--- src/rtl/match_controller_pkg.sv ---
// Shared types for the match controller: state encoding, winner codes and round limit.
package match_pkg;

   typedef enum logic [2:0] {
      ST_IDLE       = 3'd0,
      ST_COUNTDOWN  = 3'd1,
      ST_FIGHT      = 3'd2,
      ST_KO         = 3'd3,
      ST_MATCH_OVER = 3'd4
   } match_state_t;

   typedef enum logic [1:0] {
      WIN_NONE = 2'b00,
      WIN_P1   = 2'b01,
      WIN_P2   = 2'b10,
      WIN_DRAW = 2'b11
   } winner_t;

   localparam logic [2:0] MAX_ROUND = 3'd7;

   function automatic winner_t compare_score(input logic [3:0] a, input logic [3:0] b);
      if (a > b)      return WIN_P1;
      else if (b > a) return WIN_P2;
      else            return WIN_DRAW;
   endfunction

endpackage

--- src/rtl/match_controller_if.sv ---
// Start/health inputs and status outputs between the match controller and the game core.
interface match_controller_if;
   logic       start_btn;
   logic [3:0] p1_health;
   logic [3:0] p2_health;
   logic       game_rst_n;
   logic       inputs_enable;
   logic [2:0] match_state;
   logic [6:0] timer_s;
   logic [1:0] p1_rounds;
   logic [1:0] p2_rounds;
   logic [2:0] round_num;
   logic [1:0] winner;

   modport master (
      input  start_btn, p1_health, p2_health,
      output game_rst_n, inputs_enable, match_state, timer_s,
             p1_rounds, p2_rounds, round_num, winner
   );

   modport slave (
      output start_btn, p1_health, p2_health,
      input  game_rst_n, inputs_enable, match_state, timer_s,
             p1_rounds, p2_rounds, round_num, winner
   );
endinterface

--- src/rtl/match_controller_sec_tick.sv ---
// One-second tick generator; restart realigns the second boundary to a state entry.
module sec_tick #(
   parameter int unsigned CLK_HZ = 100_000_000
) (
   input  logic clk,
   input  logic reset,
   input  logic restart,
   output logic tick
);
   localparam int unsigned   CW   = (CLK_HZ > 1) ? $clog2(CLK_HZ) : 1;
   localparam logic [CW-1:0] LAST = CW'(CLK_HZ - 1);

   logic [CW-1:0] cnt;

   assign tick = (cnt == LAST);

   always_ff @(posedge clk or negedge reset) begin
      if (!reset)               cnt <= '0;
      else if (restart || tick) cnt <= '0;
      else                      cnt <= cnt + 1'b1;
   end
endmodule

--- src/rtl/match_controller.sv ---
// Fighting-game match sequencer: countdown, timed rounds, KO hold and best-of scoring.
module match_controller
   import match_pkg::*;
#(
   parameter int unsigned CLK_HZ        = 100_000_000,
   parameter int unsigned COUNTDOWN_S   = 3,
   parameter int unsigned ROUND_S       = 60,
   parameter int unsigned KO_HOLD_S     = 2,
   parameter int unsigned ROUNDS_TO_WIN = 2
) (
   input logic                clk,
   input logic                reset,
   match_controller_if.master bus
);
   localparam logic [6:0] CD_LOAD = 7'(COUNTDOWN_S);
   localparam logic [6:0] RS_LOAD = 7'(ROUND_S);
   localparam logic [6:0] KH_LOAD = 7'(KO_HOLD_S);
   localparam logic [1:0] WIN_CNT = 2'(ROUNDS_TO_WIN);

   match_state_t state, next_state;
   winner_t      win, win_d, round_res;
   logic         start_q, start_edge, tick, entering, timer_last;
   logic [6:0]   timer, timer_d;
   logic [1:0]   p1r, p1r_d, p2r, p2r_d;
   logic [2:0]   rnum, rnum_d;
   logic         ie, ie_d, grst, grst_d;

   assign start_edge = bus.start_btn & ~start_q;
   assign timer_last = tick && (timer <= 7'd1);
   assign entering   = (next_state != state);
   // The zero-health rules (lone zero loses, double zero draws) coincide with a plain health comparison.
   assign round_res  = compare_score(bus.p1_health, bus.p2_health);

   sec_tick #(.CLK_HZ(CLK_HZ)) u_sec_tick (
      .clk     (clk),
      .reset   (reset),
      .restart (entering),
      .tick    (tick)
   );

   always_ff @(posedge clk or negedge reset) begin
      if (!reset) state <= ST_IDLE;
      else        state <= next_state;
   end

   always_comb begin
      next_state = state;
      case (state)
         ST_IDLE:       if (start_edge) next_state = ST_COUNTDOWN;
         ST_COUNTDOWN:  if (timer_last) next_state = ST_FIGHT;
         ST_FIGHT:      if (bus.p1_health == '0 || bus.p2_health == '0 || timer_last)
                           next_state = ST_KO;
         ST_KO:         if (timer_last) begin
                           if (p1r == WIN_CNT || p2r == WIN_CNT || rnum == MAX_ROUND)
                              next_state = ST_MATCH_OVER;
                           else
                              next_state = ST_COUNTDOWN;
                        end
         ST_MATCH_OVER: if (start_edge) next_state = ST_COUNTDOWN;
         default:       next_state = ST_IDLE;
      endcase
   end

   always_comb begin
      timer_d = timer;
      p1r_d   = p1r;
      p2r_d   = p2r;
      rnum_d  = rnum;
      win_d   = win;
      ie_d    = (state == ST_FIGHT) && (next_state == ST_FIGHT);
      grst_d  = !(entering && next_state == ST_COUNTDOWN);
      if (tick && timer != '0) timer_d = timer - 7'd1;
      if (entering) begin
         case (next_state)
            ST_COUNTDOWN: begin
               timer_d = CD_LOAD;
               if (state == ST_KO) begin
                  rnum_d = rnum + 3'd1;
               end else begin
                  p1r_d  = '0;
                  p2r_d  = '0;
                  win_d  = WIN_NONE;
                  rnum_d = 3'd1;
               end
            end
            ST_FIGHT: timer_d = RS_LOAD;
            ST_KO: begin
               timer_d = KH_LOAD;
               if (round_res == WIN_P1 && p1r != WIN_CNT) p1r_d = p1r + 2'd1;
               if (round_res == WIN_P2 && p2r != WIN_CNT) p2r_d = p2r + 2'd1;
            end
            ST_MATCH_OVER: win_d = compare_score({2'b00, p1r}, {2'b00, p2r});
            default: ;
         endcase
      end
   end

   always_ff @(posedge clk or negedge reset) begin
      if (!reset) begin
         start_q <= 1'b0;
         timer   <= '0;
         p1r     <= '0;
         p2r     <= '0;
         rnum    <= '0;
         win     <= WIN_NONE;
         ie      <= 1'b0;
         grst    <= 1'b0;
      end else begin
         start_q <= bus.start_btn;
         timer   <= timer_d;
         p1r     <= p1r_d;
         p2r     <= p2r_d;
         rnum    <= rnum_d;
         win     <= win_d;
         ie      <= ie_d;
         grst    <= grst_d;
      end
   end

   assign bus.game_rst_n    = grst;
   assign bus.inputs_enable = ie;
   assign bus.match_state   = state;
   assign bus.timer_s       = timer;
   assign bus.p1_rounds     = p1r;
   assign bus.p2_rounds     = p2r;
   assign bus.round_num     = rnum;
   assign bus.winner        = win;
endmodule

--- src/flat_wrapper.sv ---
// flat-port wrapper written by rule: the top's interface ports become plain ports
module match_controller_flat import match_pkg::*;
#(
   parameter int unsigned CLK_HZ        = 100_000_000,
   parameter int unsigned COUNTDOWN_S   = 3,
   parameter int unsigned ROUND_S       = 60,
   parameter int unsigned KO_HOLD_S     = 2,
   parameter int unsigned ROUNDS_TO_WIN = 2
)
  (clk, reset, bus_start_btn, bus_p1_health, bus_p2_health, bus_game_rst_n, bus_inputs_enable, bus_match_state, bus_timer_s, bus_p1_rounds, bus_p2_rounds, bus_round_num, bus_winner);
  match_controller_if bus_i ();
  input logic clk;
  input logic reset;
  input wire logic [$bits(bus_i.start_btn)-1:0] bus_start_btn;
  input wire logic [$bits(bus_i.p1_health)-1:0] bus_p1_health;
  input wire logic [$bits(bus_i.p2_health)-1:0] bus_p2_health;
  output wire logic [$bits(bus_i.game_rst_n)-1:0] bus_game_rst_n;
  output wire logic [$bits(bus_i.inputs_enable)-1:0] bus_inputs_enable;
  output wire logic [$bits(bus_i.match_state)-1:0] bus_match_state;
  output wire logic [$bits(bus_i.timer_s)-1:0] bus_timer_s;
  output wire logic [$bits(bus_i.p1_rounds)-1:0] bus_p1_rounds;
  output wire logic [$bits(bus_i.p2_rounds)-1:0] bus_p2_rounds;
  output wire logic [$bits(bus_i.round_num)-1:0] bus_round_num;
  output wire logic [$bits(bus_i.winner)-1:0] bus_winner;
  assign bus_i.start_btn = bus_start_btn;
  assign bus_i.p1_health = bus_p1_health;
  assign bus_i.p2_health = bus_p2_health;
  assign bus_game_rst_n = bus_i.game_rst_n;
  assign bus_inputs_enable = bus_i.inputs_enable;
  assign bus_match_state = bus_i.match_state;
  assign bus_timer_s = bus_i.timer_s;
  assign bus_p1_rounds = bus_i.p1_rounds;
  assign bus_p2_rounds = bus_i.p2_rounds;
  assign bus_round_num = bus_i.round_num;
  assign bus_winner = bus_i.winner;
  match_controller #(.CLK_HZ(CLK_HZ), .COUNTDOWN_S(COUNTDOWN_S), .ROUND_S(ROUND_S), .KO_HOLD_S(KO_HOLD_S), .ROUNDS_TO_WIN(ROUNDS_TO_WIN)) u_core (.clk(clk), .reset(reset), .bus(bus_i));
endmodule
--- config.mk ---
export PLATFORM = sky130hd
export DESIGN_NAME = match_controller_flat
export DESIGN_NICKNAME = d
export VERILOG_FILES = /design/src/rtl/match_controller_pkg.sv /design/src/rtl/match_controller_if.sv /design/src/rtl/match_controller_sec_tick.sv /design/src/rtl/match_controller.sv /design/src/flat_wrapper.sv
export SDC_FILE = /design/constraint.sdc
export NUM_CORES = 1
export LEC_CHECK = 0
export ABC_AREA = 1
export ABC_CLOCK_PERIOD_IN_PS = 5750
export CORE_UTILIZATION = 60
export DETAILED_ROUTE_END_ITERATION = 7
export PLACE_DENSITY = 0.84
export SLEW_MARGIN = 20
export SYNTH_ARGS = -nofsm -noshare
export SYNTH_HDL_FRONTEND = slang
export SYNTH_SLANG_ARGS = --single-unit
--- constraint.sdc ---
create_clock -name clk -period 5.75 [get_ports clk]
set_input_delay 1.15 -clock clk [delete_from_list [all_inputs] [get_ports clk]]
set_output_delay 1.15 -clock clk [all_outputs]
set_load 0.1 [all_outputs]
### Yosys cells after proc, flatten, opt, wreduce, memory -nomap -nowiden

Cells that the tools add are included.

* reductions and logical operators: 23
* equal/unequal tests: 20
* add/subtract/negate cells: 5
* magnitude comparators: 5
* multiplexer cells: 21
* bitwise operators: 2

Operators by type and width (count)
* 27-bit by 1-bit adder with 27-bit output, second input constant: 1
* 27-bit equality test, second input constant: 1
* 27-bit 2-to-1 mux: 1
* 7-bit one-hot mux with 3 select lines: 1
* 3-bit 2-to-1 mux: 6
* 7-bit 2-to-1 mux: 2
* 3-bit by 2-bit equality test with 1-bit output, second input constant: 4
* 2-bit one-hot mux with 2 select lines: 3
* 3-bit one-hot mux with 4 select lines: 1
* 2-bit 2-to-1 mux: 5
* 3-bit equality test, second input constant: 3
* 4-bit greater-than comparator: 2
* 4-bit zero test: 2
* 4-bit AND reduction: 2
* 7-bit by 1-bit <= comparator with 1-bit output, second input constant: 1
* 7-bit nonzero test: 1
* 7-bit by 1-bit subtractor with 7-bit output, second input constant: 1
* 2-bit equality test, second input constant: 3
* 3-bit by 1-bit equality test with 1-bit output, second input constant: 2
* 1-bit logical AND: 6
* 2-bit != test, second input constant: 3
* 1-bit logical OR: 5
* 2-bit by 1-bit adder with 2-bit output, second input constant: 2
* 2-bit greater-than comparator: 2
* other kinds (13): 16

* input bits: 11
* register bits: 49
* word-level logic and storage cells: 86
* output and inout port bits: 21

### Longest topological paths before layout

* depth in word-level cells: 9
* depth in mapped cells: 17

### Hierarchy

A second synthesis with hierarchy kept.

* cells, all modules: 432
* area, all modules: 3245.6 um^2

By module, submodules not included
* sec_tick: cells each 237, instances 1, area an instance 1631.6 um^2, seq. area each 675.6 um^2
* match_controller: cells each 195, instances 1, area an instance 1614.0 um^2, seq. area each 550.5 um^2

### Worst setup path before layout

OpenSTA, ideal clock, no wires.

* path type: flip-flop to flip-flop
* start point: register u_core.timer[0], in the netlist u_core.bus.timer_s[0]
* end point: register u_core.u_sec_tick.cnt[16]
* library setup time: 0.137 ns
* arrival: 2.499 ns
* path slack: 3.115 ns
* cell stages (with the launch flop): 14
* required time: 5.613 ns
* period minus slack after synthesis: 2.635 ns
* cell sequence: dfrtp_1 > ha_1 > nand2_1 > a21oi_4 > nand3_1 > a21oi_1 > nand3_1 > nand2_1 > nand2_1 > nand2_4 > inv_6 > nand2_4 > buf_12 > nor3_4

* word-level cells in the longest chain between the ends: 8
* elaborated cells on any way between the ends: 10
* those cells by class: order compare (1); eq/ne (1); mux (5); reduce/logical (3)

RTL lines
* start, declared: line match_controller.sv:23 `logic [6:0] timer, timer_d;`
* start signal, assigned: line match_controller.sv:110 `timer <= timer_d;`
* 7-bit by 1-bit <= comparator with 1-bit output *: line match_controller.sv:29 `assign timer_last = tick && (timer <= 7'd1);`
* 1-bit logical AND *: line match_controller.sv:29
* 1-bit logical OR: line match_controller.sv:51 `ST_FIGHT: if (bus.p1_health == '0 || bus.p2_health == '0 || timer_last)`
* 3-bit 2-to-1 mux: line match_controller.sv:51
* 3-bit one-hot mux with 4 select lines *: line match_controller.sv:48 `case (state)`
* 3-bit != test *: line match_controller.sv:30 `assign entering = (next_state != state);`
* 1-bit logical OR *: line match_controller_sec_tick.sv:19 `else if (restart || tick) cnt <= '0;`
* 27-bit 2-to-1 mux *: line match_controller_sec_tick.sv:19
* end signal, assigned: line match_controller_sec_tick.sv:20 `else cnt <= cnt + 1'b1;`
* end, declared: line match_controller_sec_tick.sv:13 `logic [CW-1:0] cnt;`

Mark *: on every way between the ends. The rest lies on a longest branch, timed or not.
A chain may end at the register's enable or synchronous reset.

### Worst setup path in the final report

* start point: register u_core.state[2], in the netlist u_core.bus.match_state[2]
* end point: output bus_match_state[2]

RTL lines
* start, declared: line match_controller.sv:20 `match_state_t state, next_state;`
* start signal, assigned: line match_controller.sv:43 `else state <= next_state;`
* end, declared: line flat_wrapper.sv:19 `output wire logic [$bits(bus_i.match_state)-1:0] bus_match_state;`

No word-level cell between the ends.

==> reports/metrics.yaml <==
multi_input_area_mm2: 0.001623
grt_antenna_before_repair: 0
reg2reg_from: "u_core.bus.timer_s[1]"
power.switching_uw: 132.9
endpoint: "bus_match_state[2]"
finalSetupViolCount: 0
postCtsHoldBufs: 0
syn_to_final_growth_pct: 14.06
timing.final.crit_period_ps: 3111
die-area_mm2: 0.005469
maxCapViolCount: 0
ys_types: 40
io_buffers: 31
seq_area_mm2: 0.001226
synth_fp_nets: 423
drive_above_1_share_pct: 8.986
path_clk_slew_ps: 90
cts_sinks: 49
critical_path.cell_chain: "clkdlybuf4s50_1"
cpMaxStageDelayCell: "clkdlybuf4s50_1"
die_w_um: 73.96
core_area_mm2: 0.004848
cts_setup_buffers: 0
period_share_pct: 54.10
endpoint_kind: "primary output"
numCtsBuffers: 5
drcViolationCount: 0
final_util_pct: 73.08
io_pins: 32
die_h_um: 73.96
clkLatencyLatePin_ps: 310
ys_warn_count: 0
dp_worst_setup_slack_ps: 2422
setup_ws_ps: 2639
grt_pass1_vias: 2503
drtAntennaViolNets: 0
worstSetupPathType: "register to primary output"
hold_viol: 0
ir_worst_vdd_mv: 0.1355
slew_viol_final: 0
critPathMaxFanout: 7
fin_setup_tns_ps: 0
mostFrequentLayoutCells: "nand2_1 (92), nor2_1 (61), inv_1 (52)"
rsz0062_at_grt: "no"
grt_pass1_wl_mm: 11.06
diodes: 0
r2r_end: "u_core.u_sec_tick.cnt[13]"
status: "completed"
num_rows: 25
synthTopCellsByArea: "dfrtp_1 (39%), nand2_1 (11%), nor2_1 (7.4%)"
cellLeakagePower_uw: 0.001571
synth_enable_flop_cells: 0
synth-async-reset-ratio_pct: 100.0
worstMarginPinSlew_ps: 988.3
layout_commonest_cell: "nand2_1"
grtUsageTotal_pct: 26.46
crit_buf_inv: 1
clock_power_share_pct: 36.0
cts-root-buf: "clkbuf_8"
clock_skew_ps: 7.303
synth_area_mm2: 0.003107
worstHoldPathType: "register to register"
cts_buffer_depth: 2
worst-path-stages: 1
h-tree-depth: 2
wl_per_cell_um: 12.69
max_freq_mhz: 321.4
seq_area_frac_synth_pct: 39.47
regToRegSetupSlack_ps: 2980
pwr-share-seq_pct: 60.1
crit_start: "u_core.bus.match_state[2]"
cts_resized: 0
cp.arrival_ps: 1960
initial_utilization_pct: 64.08
nNetsFinal: 458
drtIter0Drc: 198
drt_wl_total_mm: 6.359
yosysTopAreaCell: "dfrtp_1"
hpwlAfterDp_mm: 4.723
routed_via_density: 5.210
gp_congestion: 0.9142
internal_power_uw: 440.3
ys.flop_type: "dfrtp_1"
n_fill_cell: 389
combPwrFrac_pct: 3.8
drt_pass1_iterations: 4
grt_max_degree: 50
power.density_mw_per_mm2: 161.8
ff2ff_path_depth: 13
synth_area_per_cell_um2: 7.806
p_total_uw: 573.2
synthCells: 398
yosysTopAreaCellShare_pct: 39.47
critPathRequiredTime_ps: 4600
synth_seq_cells: 49
grt.overflow.total: 0
num_vias: 2610
netSwitchingFraction_pct: 23.19
slew_headroom_pct: 33.90
worst_setup_path_start_kind: "register"
cts_tree: "built"
cpPeakStageDelay_ps: 1180
critical_path.top_delay_family: "buffers and inverters"
[worst min path at each step]
| stage | startpoint | end | slack [ps] | cells after the start |
|---|---|---|---|---|
| 6_report | u_core.bus.winner[0] | u_core.bus.winner[0] | 490 | 2 |
| 5_1_grt | u_core.bus.winner[0] | u_core.bus.winner[0] | 520 | 2 |
| 4_1_cts | u_core.u_sec_tick.cnt[0] | u_core.u_sec_tick.cnt[0] | 490 | 1 |
| 3_5_place_dp | u_core.bus.winner[0] | u_core.bus.winner[0] | 470 | 2 |
| 3_3_place_gp | u_core.bus.winner[1] | u_core.bus.winner[1] | 460 | 2 |
| 2_1_floorplan | u_core.u_sec_tick.cnt[0] | u_core.u_sec_tick.cnt[0] | 440 | 1 |
[cells in the mapped netlist (4+ instances only)]
| cell | count |
|---|---|
| dfrtp_1 | 49 |
| inv_1 | 52 |
| ha_1 | 14 |
| a21oi_1 | 6 |
| xor2_1 | 16 |
| nor2_1 | 61 |
| nand2_1 | 92 |
| o211ai_1 | 4 |
| nor2_2 | 7 |
| nand4_1 | 6 |
| nand2_2 | 6 |
| nor3_1 | 16 |
| nor3_4 | 5 |
| o21ai_0 | 12 |
| nand3_1 | 17 |
| nor4_1 | 4 |
[power groups by stage]
stage / logic [µW] / registers [µW] / clock network, µW
floorplan: 6.30 / 352 / 0
global placement: 21.2 / 352 / 0
detailed placement: 22.1 / 352 / 0
CTS: 22.2 / 345 / 208
global route: 25.6 / 345 / 221
finish: 21.9 / 345 / 207
[metal layers]
metal  vias to the layer above  GRT usage, %  routed length (µm)
met3                         6         4.336                 223
met1                      1215         37.27                3156
met2                        47         41.72                2903
li1                       1342             -                   -
met5                         -             0                   0
met4                         0         8.974                  76
[final cells by class]
cell class	instances	share of cell area (%)
clock buffers	7	2.154
well taps	67	2.366
inverters	57	6.179
clock inverters	1	0.2119
multi-input cells	289	45.80
repair buffers	31	8.686
flip-flops and latches	49	34.60
[sequential cells by signal (all words and copies together) (netlist names)]
register	flops
u_core.bus.inputs_enable	1
u_core.bus.p2_rounds	2
u_core.u_sec_tick.cnt	27
u_core.bus.timer_s	7
u_core.bus.game_rst_n	1
u_core.bus.round_num	3
u_core.bus.winner	2
u_core.bus.p1_rounds	2
u_core.start_q	1
u_core.bus.match_state	3
[through the flow]
stage               hold WS (ps)  area [µm²]  cells
floorplan                  440.8        3107    398
global placement           463.2        3457    493
detailed placement         469.5        3457    493
CTS                        491.8        3541    501
global route               523.4        3543    501
finish                     488.2        3543    501
[logic make-up after synthesis]
| kind of cell | synth area share, % |
|---|---|
| AND/OR/NAND/NOR | 34.35 |
| XOR/XNOR | 4.792 |
| adder cells (fa/ha/maj) | 5.638 |
| buffers and inverters | 8.297 |
| AO/OA/AOI/OAI | 7.451 |
| flip-flops | 39.47 |
Power figures use the tool's default switching activity.
